**config.mk**
```make
export PLATFORM = sky130hd
export DESIGN_NAME = ex_operand_stage_flat
export DESIGN_NICKNAME = d
export VERILOG_FILES = /design/src/rtl/ex_operand_stage_pkg.sv /design/src/rtl/ex_operand_stage_if.sv /design/src/rtl/ex_operand_stage_fwd_select.sv /design/src/rtl/ex_operand_stage.sv /design/src/flat_wrapper.sv
export SDC_FILE = /design/constraint.sdc
export NUM_CORES = 1
export LEC_CHECK = 0
export CORE_UTILIZATION = 29
export DETAILED_ROUTE_END_ITERATION = 6
export GPL_TIMING_DRIVEN = 0
export PLACE_DENSITY = 0.76
export SLEW_MARGIN = 5
export SYNTH_ARGS = -nofsm -noshare
export SYNTH_HDL_FRONTEND = slang
export SYNTH_SLANG_ARGS = --single-unit
```
**constraint.sdc**
```tcl
create_clock -name clk -period 1.1 [get_ports clk]
set_input_delay 0.22 -clock clk [delete_from_list [all_inputs] [get_ports clk]]
set_output_delay 0.22 -clock clk [all_outputs]
set_load 0.01 [all_outputs]
```
**src/rtl/ex_operand_stage_pkg.sv**
```systemverilog
// Shared constants for the decode-to-execute operand stage: width defaults,
// the hard-wired zero register index and the ALU funct codes.
package ex_operand_stage_pkg;

    localparam int DATA_W_DEF = 32;
    localparam int REG_AW_DEF = 5;
    localparam int IMM_W_DEF  = 16;

    localparam logic [4:0] REG_ZERO = 5'd0;

    localparam logic [3:0] ALU_ADD  = 4'd0;
    localparam logic [3:0] ALU_ADDU = 4'd1;
    localparam logic [3:0] ALU_SUB  = 4'd2;
    localparam logic [3:0] ALU_SUBU = 4'd3;
    localparam logic [3:0] ALU_AND  = 4'd4;
    localparam logic [3:0] ALU_OR   = 4'd5;
    localparam logic [3:0] ALU_XOR  = 4'd6;
    localparam logic [3:0] ALU_NOR  = 4'd7;
    localparam logic [3:0] ALU_SLT  = 4'd8;
    localparam logic [3:0] ALU_SLTU = 4'd9;
    localparam logic [3:0] ALU_SLL  = 4'd10;
    localparam logic [3:0] ALU_SRL  = 4'd11;
    localparam logic [3:0] ALU_SRA  = 4'd12;
    localparam logic [3:0] ALU_LUI  = 4'd13;

endpackage

```
**src/rtl/ex_operand_stage_if.sv**
```systemverilog
// Decode-side, result-bus and ALU-side signals of the operand stage.
// The stage itself connects through the slave modport.
interface ex_operand_stage_if
    import ex_operand_stage_pkg::*;
#(
    parameter int DATA_W = DATA_W_DEF,
    parameter int REG_AW = REG_AW_DEF,
    parameter int IMM_W  = IMM_W_DEF
);
    logic              flush;
    logic              in_valid;
    logic              in_ready;
    logic [REG_AW-1:0] in_rs_idx;
    logic [REG_AW-1:0] in_rt_idx;
    logic [DATA_W-1:0] in_rs_data;
    logic [DATA_W-1:0] in_rt_data;
    logic [IMM_W-1:0]  in_imm;
    logic              in_imm_sext;
    logic              in_alu_src_imm;
    logic [4:0]        in_shamt;
    logic              in_shamt_reg;
    logic [3:0]        in_funct;
    logic              exm_wen;
    logic [REG_AW-1:0] exm_rd;
    logic [DATA_W-1:0] exm_data;
    logic              wb_wen;
    logic [REG_AW-1:0] wb_rd;
    logic [DATA_W-1:0] wb_data;
    logic              out_valid;
    logic              out_ready;
    logic [DATA_W-1:0] operand1;
    logic [DATA_W-1:0] operand2;
    logic [4:0]        shamt;
    logic [3:0]        funct;

    modport slave (
        input  flush, in_valid, in_rs_idx, in_rt_idx, in_rs_data, in_rt_data,
               in_imm, in_imm_sext, in_alu_src_imm, in_shamt, in_shamt_reg, in_funct,
               exm_wen, exm_rd, exm_data, wb_wen, wb_rd, wb_data, out_ready,
        output in_ready, out_valid, operand1, operand2, shamt, funct
    );

    modport master (
        output flush, in_valid, in_rs_idx, in_rt_idx, in_rs_data, in_rt_data,
               in_imm, in_imm_sext, in_alu_src_imm, in_shamt, in_shamt_reg, in_funct,
               exm_wen, exm_rd, exm_data, wb_wen, wb_rd, wb_data, out_ready,
        input  in_ready, out_valid, operand1, operand2, shamt, funct
    );

endinterface

```
**src/rtl/ex_operand_stage_fwd_select.sv**
```systemverilog
// Forwarding mux for one source register: EX/MEM beats MEM/WB beats the
// supplied fallback data; the zero register is never forwarded.
module ex_operand_stage_fwd_select
    import ex_operand_stage_pkg::*;
#(
    parameter int DATA_W = DATA_W_DEF,
    parameter int REG_AW = REG_AW_DEF
) (
    input  logic [REG_AW-1:0] idx,
    input  logic [DATA_W-1:0] rf_data,
    input  logic              exm_wen,
    input  logic [REG_AW-1:0] exm_rd,
    input  logic [DATA_W-1:0] exm_data,
    input  logic              wb_wen,
    input  logic [REG_AW-1:0] wb_rd,
    input  logic [DATA_W-1:0] wb_data,
    output logic [DATA_W-1:0] sel_data
);

    always_comb begin
        sel_data = rf_data;
        if (idx != REG_AW'(REG_ZERO)) begin
            if (exm_wen && (exm_rd == idx)) begin
                sel_data = exm_data;
            end else if (wb_wen && (wb_rd == idx)) begin
                sel_data = wb_data;
            end
        end
    end

endmodule

```
**src/rtl/ex_operand_stage.sv**
```systemverilog
// Decode-to-execute operand register in front of the ALU. Forwarding and the
// stall-time snoop of held operands are enabled by EX_OPERAND_FORWARD_EN.
module ex_operand_stage
    import ex_operand_stage_pkg::*;
#(
    parameter int DATA_W = DATA_W_DEF,
    parameter int REG_AW = REG_AW_DEF,
    parameter int IMM_W  = IMM_W_DEF
) (
    input logic                clk,
    input logic                rstn,
    ex_operand_stage_if.slave  bus
);

    logic              out_valid_reg;
    logic [DATA_W-1:0] operand1_reg;
    logic [DATA_W-1:0] operand2_reg;
    logic [4:0]        shamt_reg;
    logic [3:0]        funct_reg;
    logic [REG_AW-1:0] rs_idx_reg;
    logic [REG_AW-1:0] rt_idx_reg;
    logic              alu_src_imm_reg;
    logic              shamt_sel_reg;

    logic              accept;
    logic              hold;
    logic              exm_wen_eff;
    logic              wb_wen_eff;
    logic [DATA_W-1:0] imm_ext;
    logic [DATA_W-1:0] cap_op2;
    logic [4:0]        cap_shamt;

    logic [REG_AW-1:0] cap_idx [2];
    logic [DATA_W-1:0] cap_rf  [2];
    logic [DATA_W-1:0] cap_sel [2];

    assign bus.in_ready = ~out_valid_reg | bus.out_ready;
    assign accept       = bus.in_valid & bus.in_ready;
    assign hold         = out_valid_reg & ~bus.out_ready;

`ifdef EX_OPERAND_FORWARD_EN
    assign exm_wen_eff = bus.exm_wen;
    assign wb_wen_eff  = bus.wb_wen;
`else
    // Without forwarding the result buses are gated off so the selectors
    // always pass the register-file data through.
    assign exm_wen_eff = 1'b0;
    assign wb_wen_eff  = 1'b0;
    logic unused_fwd;
    assign unused_fwd = &{1'b0, bus.exm_wen, bus.wb_wen, rs_idx_reg, rt_idx_reg,
                          alu_src_imm_reg, shamt_sel_reg};
`endif

    assign cap_idx[0] = bus.in_rs_idx;
    assign cap_idx[1] = bus.in_rt_idx;
    assign cap_rf[0]  = bus.in_rs_data;
    assign cap_rf[1]  = bus.in_rt_data;

    for (genvar gi = 0; gi < 2; gi++) begin : g_cap
        ex_operand_stage_fwd_select #(
            .DATA_W (DATA_W),
            .REG_AW (REG_AW)
        ) u_fwd_select (
            .idx      (cap_idx[gi]),
            .rf_data  (cap_rf[gi]),
            .exm_wen  (exm_wen_eff),
            .exm_rd   (bus.exm_rd),
            .exm_data (bus.exm_data),
            .wb_wen   (wb_wen_eff),
            .wb_rd    (bus.wb_rd),
            .wb_data  (bus.wb_data),
            .sel_data (cap_sel[gi])
        );
    end

    assign imm_ext   = bus.in_imm_sext ? {{(DATA_W-IMM_W){bus.in_imm[IMM_W-1]}}, bus.in_imm}
                                       : {{(DATA_W-IMM_W){1'b0}}, bus.in_imm};
    assign cap_op2   = bus.in_alu_src_imm ? imm_ext : cap_sel[1];
    assign cap_shamt = bus.in_shamt_reg ? cap_sel[0][4:0] : bus.in_shamt;

`ifdef EX_OPERAND_FORWARD_EN
    // Snoop selectors fall back to the held operand, so no match means no change.
    logic [REG_AW-1:0] snp_idx [2];
    logic [DATA_W-1:0] snp_rf  [2];
    logic [DATA_W-1:0] snp_sel [2];

    assign snp_idx[0] = rs_idx_reg;
    assign snp_idx[1] = rt_idx_reg;
    assign snp_rf[0]  = operand1_reg;
    assign snp_rf[1]  = operand2_reg;

    for (genvar gi = 0; gi < 2; gi++) begin : g_snp
        ex_operand_stage_fwd_select #(
            .DATA_W (DATA_W),
            .REG_AW (REG_AW)
        ) u_fwd_select (
            .idx      (snp_idx[gi]),
            .rf_data  (snp_rf[gi]),
            .exm_wen  (bus.exm_wen),
            .exm_rd   (bus.exm_rd),
            .exm_data (bus.exm_data),
            .wb_wen   (bus.wb_wen),
            .wb_rd    (bus.wb_rd),
            .wb_data  (bus.wb_data),
            .sel_data (snp_sel[gi])
        );
    end
`endif

    always_ff @(posedge clk) begin
        if (!rstn) begin
            out_valid_reg   <= 1'b0;
            operand1_reg    <= '0;
            operand2_reg    <= '0;
            shamt_reg       <= '0;
            funct_reg       <= 4'd0;
            rs_idx_reg      <= '0;
            rt_idx_reg      <= '0;
            alu_src_imm_reg <= 1'b0;
            shamt_sel_reg   <= 1'b0;
        end else if (bus.flush) begin
            out_valid_reg <= 1'b0;
        end else if (accept) begin
            out_valid_reg   <= 1'b1;
            operand1_reg    <= cap_sel[0];
            operand2_reg    <= cap_op2;
            shamt_reg       <= cap_shamt;
            funct_reg       <= bus.in_funct;
            rs_idx_reg      <= bus.in_rs_idx;
            rt_idx_reg      <= bus.in_rt_idx;
            alu_src_imm_reg <= bus.in_alu_src_imm;
            shamt_sel_reg   <= bus.in_shamt_reg;
        end else if (hold) begin
`ifdef EX_OPERAND_FORWARD_EN
            operand1_reg <= snp_sel[0];
            if (shamt_sel_reg) begin
                shamt_reg <= snp_sel[0][4:0];
            end
            if (!alu_src_imm_reg) begin
                operand2_reg <= snp_sel[1];
            end
`endif
        end else begin
            out_valid_reg <= 1'b0;
        end
    end

    assign bus.out_valid = out_valid_reg;
    assign bus.operand1  = operand1_reg;
    assign bus.operand2  = operand2_reg;
    assign bus.shamt     = shamt_reg;
    assign bus.funct     = funct_reg;

endmodule

```
**src/flat_wrapper.sv**
```systemverilog
// flat-port wrapper written by rule: the top's interface ports become plain ports
module ex_operand_stage_flat import ex_operand_stage_pkg::*;
#(
    parameter int DATA_W = DATA_W_DEF,
    parameter int REG_AW = REG_AW_DEF,
    parameter int IMM_W  = IMM_W_DEF
)
  (clk, rstn, bus_flush, bus_in_valid, bus_in_rs_idx, bus_in_rt_idx, bus_in_rs_data, bus_in_rt_data, bus_in_imm, bus_in_imm_sext, bus_in_alu_src_imm, bus_in_shamt, bus_in_shamt_reg, bus_in_funct, bus_exm_wen, bus_exm_rd, bus_exm_data, bus_wb_wen, bus_wb_rd, bus_wb_data, bus_out_ready, bus_in_ready, bus_out_valid, bus_operand1, bus_operand2, bus_shamt, bus_funct);
  ex_operand_stage_if #(.DATA_W(DATA_W), .REG_AW(REG_AW), .IMM_W(IMM_W)) bus_i ();
  input logic clk;
  input logic rstn;
  input wire logic [$bits(bus_i.flush)-1:0] bus_flush;
  input wire logic [$bits(bus_i.in_valid)-1:0] bus_in_valid;
  input wire logic [$bits(bus_i.in_rs_idx)-1:0] bus_in_rs_idx;
  input wire logic [$bits(bus_i.in_rt_idx)-1:0] bus_in_rt_idx;
  input wire logic [$bits(bus_i.in_rs_data)-1:0] bus_in_rs_data;
  input wire logic [$bits(bus_i.in_rt_data)-1:0] bus_in_rt_data;
  input wire logic [$bits(bus_i.in_imm)-1:0] bus_in_imm;
  input wire logic [$bits(bus_i.in_imm_sext)-1:0] bus_in_imm_sext;
  input wire logic [$bits(bus_i.in_alu_src_imm)-1:0] bus_in_alu_src_imm;
  input wire logic [$bits(bus_i.in_shamt)-1:0] bus_in_shamt;
  input wire logic [$bits(bus_i.in_shamt_reg)-1:0] bus_in_shamt_reg;
  input wire logic [$bits(bus_i.in_funct)-1:0] bus_in_funct;
  input wire logic [$bits(bus_i.exm_wen)-1:0] bus_exm_wen;
  input wire logic [$bits(bus_i.exm_rd)-1:0] bus_exm_rd;
  input wire logic [$bits(bus_i.exm_data)-1:0] bus_exm_data;
  input wire logic [$bits(bus_i.wb_wen)-1:0] bus_wb_wen;
  input wire logic [$bits(bus_i.wb_rd)-1:0] bus_wb_rd;
  input wire logic [$bits(bus_i.wb_data)-1:0] bus_wb_data;
  input wire logic [$bits(bus_i.out_ready)-1:0] bus_out_ready;
  output wire logic [$bits(bus_i.in_ready)-1:0] bus_in_ready;
  output wire logic [$bits(bus_i.out_valid)-1:0] bus_out_valid;
  output wire logic [$bits(bus_i.operand1)-1:0] bus_operand1;
  output wire logic [$bits(bus_i.operand2)-1:0] bus_operand2;
  output wire logic [$bits(bus_i.shamt)-1:0] bus_shamt;
  output wire logic [$bits(bus_i.funct)-1:0] bus_funct;
  assign bus_i.flush = bus_flush;
  assign bus_i.in_valid = bus_in_valid;
  assign bus_i.in_rs_idx = bus_in_rs_idx;
  assign bus_i.in_rt_idx = bus_in_rt_idx;
  assign bus_i.in_rs_data = bus_in_rs_data;
  assign bus_i.in_rt_data = bus_in_rt_data;
  assign bus_i.in_imm = bus_in_imm;
  assign bus_i.in_imm_sext = bus_in_imm_sext;
  assign bus_i.in_alu_src_imm = bus_in_alu_src_imm;
  assign bus_i.in_shamt = bus_in_shamt;
  assign bus_i.in_shamt_reg = bus_in_shamt_reg;
  assign bus_i.in_funct = bus_in_funct;
  assign bus_i.exm_wen = bus_exm_wen;
  assign bus_i.exm_rd = bus_exm_rd;
  assign bus_i.exm_data = bus_exm_data;
  assign bus_i.wb_wen = bus_wb_wen;
  assign bus_i.wb_rd = bus_wb_rd;
  assign bus_i.wb_data = bus_wb_data;
  assign bus_i.out_ready = bus_out_ready;
  assign bus_in_ready = bus_i.in_ready;
  assign bus_out_valid = bus_i.out_valid;
  assign bus_operand1 = bus_i.operand1;
  assign bus_operand2 = bus_i.operand2;
  assign bus_shamt = bus_i.shamt;
  assign bus_funct = bus_i.funct;
  ex_operand_stage #(.DATA_W(DATA_W), .REG_AW(REG_AW), .IMM_W(IMM_W)) u_core (.clk(clk), .rstn(rstn), .bus(bus_i));
endmodule
```
==> impl_metrics.tcl, run 1 <==
set metrics [dict create \
    final_common_cell "clkdlybuf4s50_1" \
    dr.pass1.iters 4 \
    vias 3240 \
    hp-class "in2reg" \
    cp_max_fo 5 \
    rr_startpoint "u_core.bus.out_valid" \
    boundaryPins 258 \
    hold_depth 2 \
    syn_inst 324 \
    cts_buffer_depth 2 \
    cap_violations 0 \
    ys_seq_area_share_pct 47.8 \
    setup.worst_path.class "in2reg" \
    min_period_over_period_pct 128 \
    grt_pass1_wl_mm 16.8 \
    crit_cells 8 \
    routed_wl_mm 10.6 \
    max-slew-margin-rel_pct 63.0 \
    dieArea_mm2 0.0111 \
    r2r_end "u_core.bus.operand2[0]" \
    synth.distinct_cells 25 \
    grt_overflow 0 \
    worstPathCellList "clkdlybuf4s50_1 > nor2b_4 > buf_8 > inv_8 > buf_4 > bufbuf_16 > a21oi_1 > a211oi_1" \
    outcome "complete, but fails checks" \
    clk_latency_ns 0.34 \
    finalSetupViolations 76 \
    io_buffers 168 \
    wire_per_inst_um 16.1 \
    grt_antenna_before_repair 0 \
    crit_path_start_kind "input port" \
    die_height_um 105 \
    hold_end "u_core.bus.operand2[19]" \
    layout-drive-gt1-share_pct 40.7 \
    drcViolationCount 0 \
    skew_ns 0.0133 \
    dp_slack_ns -0.925 \
    grt_max_degree 13 \
    fp-row-count 37 \
    grt_pass1_vias 3377 \
    critPathMaxStageDelay_ns 0.50 \
    ctsHoldBuffers 0 \
    yosys_warnings 0 \
    synth_area_mm2 0.00310 \
    end_kind "flip-flop" \
    drv_slew 0 \
    power.leakage_nw 2.16 \
    area_delta_synth_final_pct 67.2 \
    dpl.hpwl_mm 7.83 \
    final.min_clock_period_ns 1.41 \
    tightest_slew_ns 0.555 \
    clkSinkCount 74 \
    power_density_mw_per_mm2 1230 \
    cp_data_arrival_time_ns 1.65 \
    antennaDiodeCount 0 \
    synth_nets 507 \
    crit_family "buffers and inverters" \
    synth.avg_cell_area_um2 9.57 \
    worst-path-buf-inv 5 \
    cts_tree "built" \
    coreArea_mm2 0.0103 \
    die_x_um 105 \
    reg2reg_depth 7 \
    via_per_inst 4.95 \
    gp_congestion 0.786 \
    vdd_drop_max_mv 0.547 \
    grt_setup_unrepaired "true" \
    finalWorstSetupSlack_ns -0.307 \
    worstHoldStart "rstn" \
    h-tree-depth 3 \
    cts.clk_slew.worst_paths_ns 0.08 \
    finalNonFillerCells 655 \
    ant_nets 0 \
    start_util_pct 30.0 \
    cts_root_buf "clkbuf_8" \
    violations "negative setup slack" \
    fmax_mhz 710 \
    cts_buffers 9 \
    ys_seq_elements 74 \
    drt_iter0_drc 150 \
    rrSetupSlack_ns -0.31 \
    cp_slowest_cell "clkdlybuf4s50_1" \
    nets 697 \
    cp.required_ns 1.35 \
    layout_common_cells "clkdlybuf4s50_1, buf_2, a21oi_1" \
    finalHoldViolCount 0 \
    placed_cells 628 \
    grt_util_all_layers_pct 19.1 \
]
cell type report:
type,count,area [µm²]
buffer,37,320
clock buffer,11,151
clock inverter,5,52.6
fill,1000,5140
inverter,2,15.0
multi-input combinational,212,1510
sequential,74,1530
tap,136,170
timing repair buffer,178,1430
worst register-to-register path: stages (launching register included):
cell	delay, ns
dfxtp_2	0.32
nor2b_4	0.12
buf_8	0.12
inv_8	0.04
buf_4	0.16
bufbuf_16	0.28
a21oi_1	0.06
a211oi_1	0.22
cells by family (layout without fill, tap and decap cells):
group,Yosys count,count (layout),synth area share (%)
muxes,21,21,6.78
DFF,74,74,47.8
AOI/OAI and AO/OA,130,130,25.9
and+or+nand+nor,60,61,11.6
buffers and inverters,39,233,7.91
power breakdown:
part / switching [mW] / internal, mW
combinational: 0.559 / 0.700
sequential: 0.0750 / 2.85
clock: 1.01 / 1.16
total: 1.65 / 4.71
metal layers:
layer  share of wire [%]  wire (µm)  global-route usage (%)  vias up
li1                    -          -                       -     1574
met5                   0          0                       0        -
met2                  48       5090                    33.2      124
met4                 2.7        286                    7.24        0
met3                 6.4        679                    4.76       23
met1                  43       4490                    22.5     1519
synthesized netlist by cell type:
| cell type | instances | share of area (%) |
|---|---|---|
| inv_1 | 1 | 0.12 |
| o21ai_0 | 35 | 5.6 |
| buf_1 | 1 | 0.12 |
| o221a_1 | 10 | 3.6 |
| nand3_1 | 37 | 6.0 |
| nor2b_4 | 1 | 0.44 |
| inv_4 | 1 | 0.20 |
| nor2_1 | 1 | 0.12 |
| nor2b_1 | 16 | 3.2 |
| buf_2 | 11 | 1.8 |
| nor3_1 | 1 | 0.16 |
| nand2b_1 | 1 | 0.20 |
| nor2_8 | 1 | 0.65 |
| clkbuf_1 | 10 | 1.2 |
| dfxtp_1 | 74 | 48 |
| o221a_2 | 6 | 2.2 |
| mux2i_1 | 21 | 6.8 |
| clkbuf_4 | 2 | 0.48 |
| nand3_4 | 1 | 0.57 |
| a211oi_1 | 21 | 5.1 |
| buf_6 | 7 | 2.5 |
| a21oi_1 | 57 | 9.2 |
| and2b_2 | 1 | 0.28 |
| o21ai_1 | 1 | 0.16 |
| buf_4 | 6 | 1.5 |
stage by stage:
stage / instance area, µm² / setup TNS, ns / hold slack (ns) / util [%] / power (mW)
finish: 5180 / -16.53 / 0.203 / 50.2 / 6.36
global route: 5180 / -22.14 / 0.205 / 50.2 / 6.66
CTS: 5150 / -17.99 / 0.202 / 49.9 / 6.39
detailed placement: 5090 / -39.64 / 0.467 / 49.3 / 4.32
global placement: 5090 / -37.48 / 0.462 / 49.3 / 4.28
floorplan: 3240 / -3.18 / 0.292 / - / 3.53
repair_timing:
item                                    CTS  global route
gates resized for setup                 359             7
pin swaps                                 3             1
hold endpoints to repair                  0             0
endpoints found under the setup margin  149            77
gates cloned                              4             0
buffers inserted                          5             2
worst max-delay path by stage:
stage | startpoint | endpoint
5_1_grt | u_core.bus.out_valid | bus_in_ready
4_1_cts | u_core.bus.out_valid | bus_in_ready
3_3_place_gp | bus_out_ready | bus_in_ready
6_report | bus_out_ready | u_core.bus.operand2[0]
2_1_floorplan | u_core.bus.out_valid | u_core.bus.operand1[10]
3_5_place_dp | bus_out_ready | bus_in_ready
Note: power is estimated with default switching activity, not from simulation.
==> inputs of run 2 (changes only) <==
CORE_UTILIZATION = 30   (was 29)
PLACE_DENSITY = 0.66   (was 0.76)
SYNTH_HIERARCHICAL = 1   (was not set)
==> run 2 against run 1 <==
  * The run still ends with negative setup slack left
  * Sequential power about the same
  * Global-route usage up 5.6 points
  * Worst setup slack worse by 0.0047 ns
  * Critical path type is now reg2out
  * Highest routed layer unchanged
==> impl_metrics.tcl, run 2 <==
set metrics [dict create \
    outcome "complete, but fails checks" \
    violations "negative setup slack" \
    routed_wl_mm 21.2 \
    tightest_slew_ns 0.792 \
    multiInputGateArea_mm2 0.00312 \
    crit_family "buffers and inverters" \
    num-fill-cells 1527 \
    vdd_drop_max_mv 0.753 \
    post-route-util_pct 50.1 \
    cp_slowest_cell "dfxtp_2" \
    synth_area_leaders "dfxtp_1, a2bb2oi_2, o22ai_1" \
    cp_max_fo 2 \
    dp_slack_ns -0.975 \
    vias 5512 \
    power_density_mw_per_mm2 998 \
    r2r_end "u_core/bus.operand1[4]" \
    area_delta_synth_final_pct 61.9 \
    reg2reg_depth 8 \
    layout-drive-gt1-share_pct 30.6 \
    synth.avg_cell_area_um2 9.50 \
    syn_inst 521 \
    via_per_inst 5.40 \
    final_common_cell "clkdlybuf4s50_1" \
    boundaryPins 258 \
    cts_buffers 9 \
    end_kind "output port" \
    coreArea_mm2 0.0160 \
    min_period_over_period_pct 128 \
    ys_seq_elements 74 \
    cts_tree "built" \
    synth_area_mm2 0.00495 \
    grt_pass1_wl_mm 31.5 \
    dieArea_mm2 0.0170 \
    hp-class "in2reg" \
    cts_buffer_depth 2 \
    worstPathCellList "nor2b_4 > buf_12 > inv_8 > buf_8 > buf_6" \
    ys_seq_area_share_pct 29.9 \
    h-tree-depth 3 \
    crit_path_start_kind "flip-flop" \
    yosysMostFrequentCell "dfxtp_1" \
    crit_path_end "bus_in_ready" \
    grt_antenna_before_repair 0 \
    grt_util_all_layers_pct 24.7 \
    max-slew-margin-rel_pct 47.2 \
    grt_max_degree 13 \
    die_height_um 130 \
    gp_congestion 0.913 \
    grt_setup_unrepaired "true" \
    drv_slew 0 \
    grt_pass1_vias 5719 \
    dr.pass1.iters 5 \
    drcViolationCount 0 \
    layout_common_cells "clkdlybuf4s50_1, buf_2, o22ai_1" \
    ant_nets 0 \
    drt_iter0_drc 372 \
    dpl.hpwl_mm 16.2 \
    cts.clk_slew.worst_paths_ns 0.06 \
    die_x_um 130 \
    fp-row-count 46 \
    clk_latency_ns 0.34 \
    yosysTopAreaCell "dfxtp_1" \
    setup.worst_path.class "reg2out" \
    power.leakage_nw 3.10 \
    critPathMaxStageDelay_ns 0.32 \
    clkSinkCount 74 \
    antennaDiodeCount 0 \
    cap_violations 0 \
    yosys_warnings 6 \
    startpoint "u_core/bus.out_valid" \
    synthArstFlopShare_pct 0 \
    synth.distinct_cells 39 \
    cp_data_arrival_time_ns 1.19 \
    ys.flop_type "dfxtp_1" \
    start_util_pct 30.9 \
    skew_ns 0.00567 \
    finalHoldViolCount 0 \
    worst-path-buf-inv 4 \
    total_power_mw 7.99 \
    nets 983 \
    cts_root_buf "clkbuf_16" \
    finalWorstSetupSlack_ns -0.312 \
    synth_top_area_share_pct 29.9 \
    io_buffers 252 \
    seq_area_mm2 0.00150 \
    rr_startpoint "u_core/bus.out_valid" \
    crit_cells 5 \
    wire_per_inst_um 20.8 \
    synth_edf_count 0 \
    rrSetupSlack_ns -0.29 \
    cp.required_ns 0.88 \
    synth.top_cells.by_count "dfxtp_1, o22ai_1, a2bb2oi_2" \
    final.min_clock_period_ns 1.41 \
    fmax_mhz 708 \
    grt_overflow 0 \
    finalSetupViolations 75 \
]
run 2: cell count changes after synthesis, sizes merged, moves of 7 or more:
cell / delta
a2bb2oi: +62
buf: +7
clkbuf: +19
o22ai: +64
xnor2: +10
xor2: +10
run 2: area by class of cell:
class	instances	area share [%]
timing repair buffer	265	29.3
sequential	74	18.8
clock inverter	5	0.390
multi-input combinational	383	38.9
inverter	4	0.281
tap	216	3.37
buffer	63	6.03
clock buffer	10	2.98
run 2: power by group:
part / leakage [nW] / switching [mW] / internal [mW]
registers: 0.614 / 0.0870 / 2.85
logic: 2.35 / 0.997 / 1.33
clock network: 0.134 / 1.16 / 1.57
run 2: repair_timing:
action / in CTS / in global routing
gates cloned: 1 / 2
hold buffers: 0 / 0
resized for setup: 336 / 24
buffers inserted: 8 / 2
pin swaps: 1 / 0
setup endpoints to repair: 149 / 76
run 2: worst reg2reg max path, delay by kind of cell, from the launching register on:
family                 cells  cell delay [ns]
buffers and inverters      5             0.61
DFF                        1             0.31
and+or+nand+nor            2             0.26
AOI/OAI and AO/OA          1             0.16
run 2: worst min path at each step:
| stage | start | end | slack (ns) | cells after the start |
|---|---|---|---|---|
| 6_report | rstn | u_core/bus.operand2[20] | 0.21 | 2 |
| 5_1_grt | rstn | u_core/bus.operand2[20] | 0.20 | 2 |
| 4_1_cts | rstn | u_core/bus.operand2[20] | 0.20 | 2 |
| 3_5_place_dp | u_core/bus.operand1[0] | u_core/bus.operand1[0] | 0.47 | 2 |
| 3_3_place_gp | u_core/bus.operand1[21] | u_core/bus.operand1[21] | 0.46 | 2 |
| 2_1_floorplan | bus_flush | u_core/bus.out_valid | 0.29 | 1 |
run 2: kinds of logic (layout without fill, tap and decap cells):
family,Yosys count,in the layout,share of synthesized area (%)
compound gates,262,262,44.7
simple gates,76,76,9.20
flops,74,74,29.9
buf+inv,67,347,8.32
mux,21,21,4.25
xor+xnor,20,20,3.54
other cells,1,4,0.0758
run 2: layer usage:
metal	vias up	routed length (µm)	GRT usage, %
met5	-	0	0
met4	0	436	8.99
met3	33	1740	5.46
met2	261	10600	44.4
met1	2625	8410	28.7
li1	2593	-	-
run 2: per-stage QoR:
step | hold WS (ns) | std cells | TNS (ns) | cell area [µm²]
final | 0.207 | 1020 | -16.29 | 8010
after global routing | 0.205 | 1020 | -21.98 | 8010
after CTS | 0.195 | 1016 | -18.41 | 7890
after detailed placement | 0.469 | 992 | -41.08 | 7780
after global placement | 0.463 | 992 | -39.23 | 7780
after floorplan | 0.292 | 524 | -3.41 | 4990
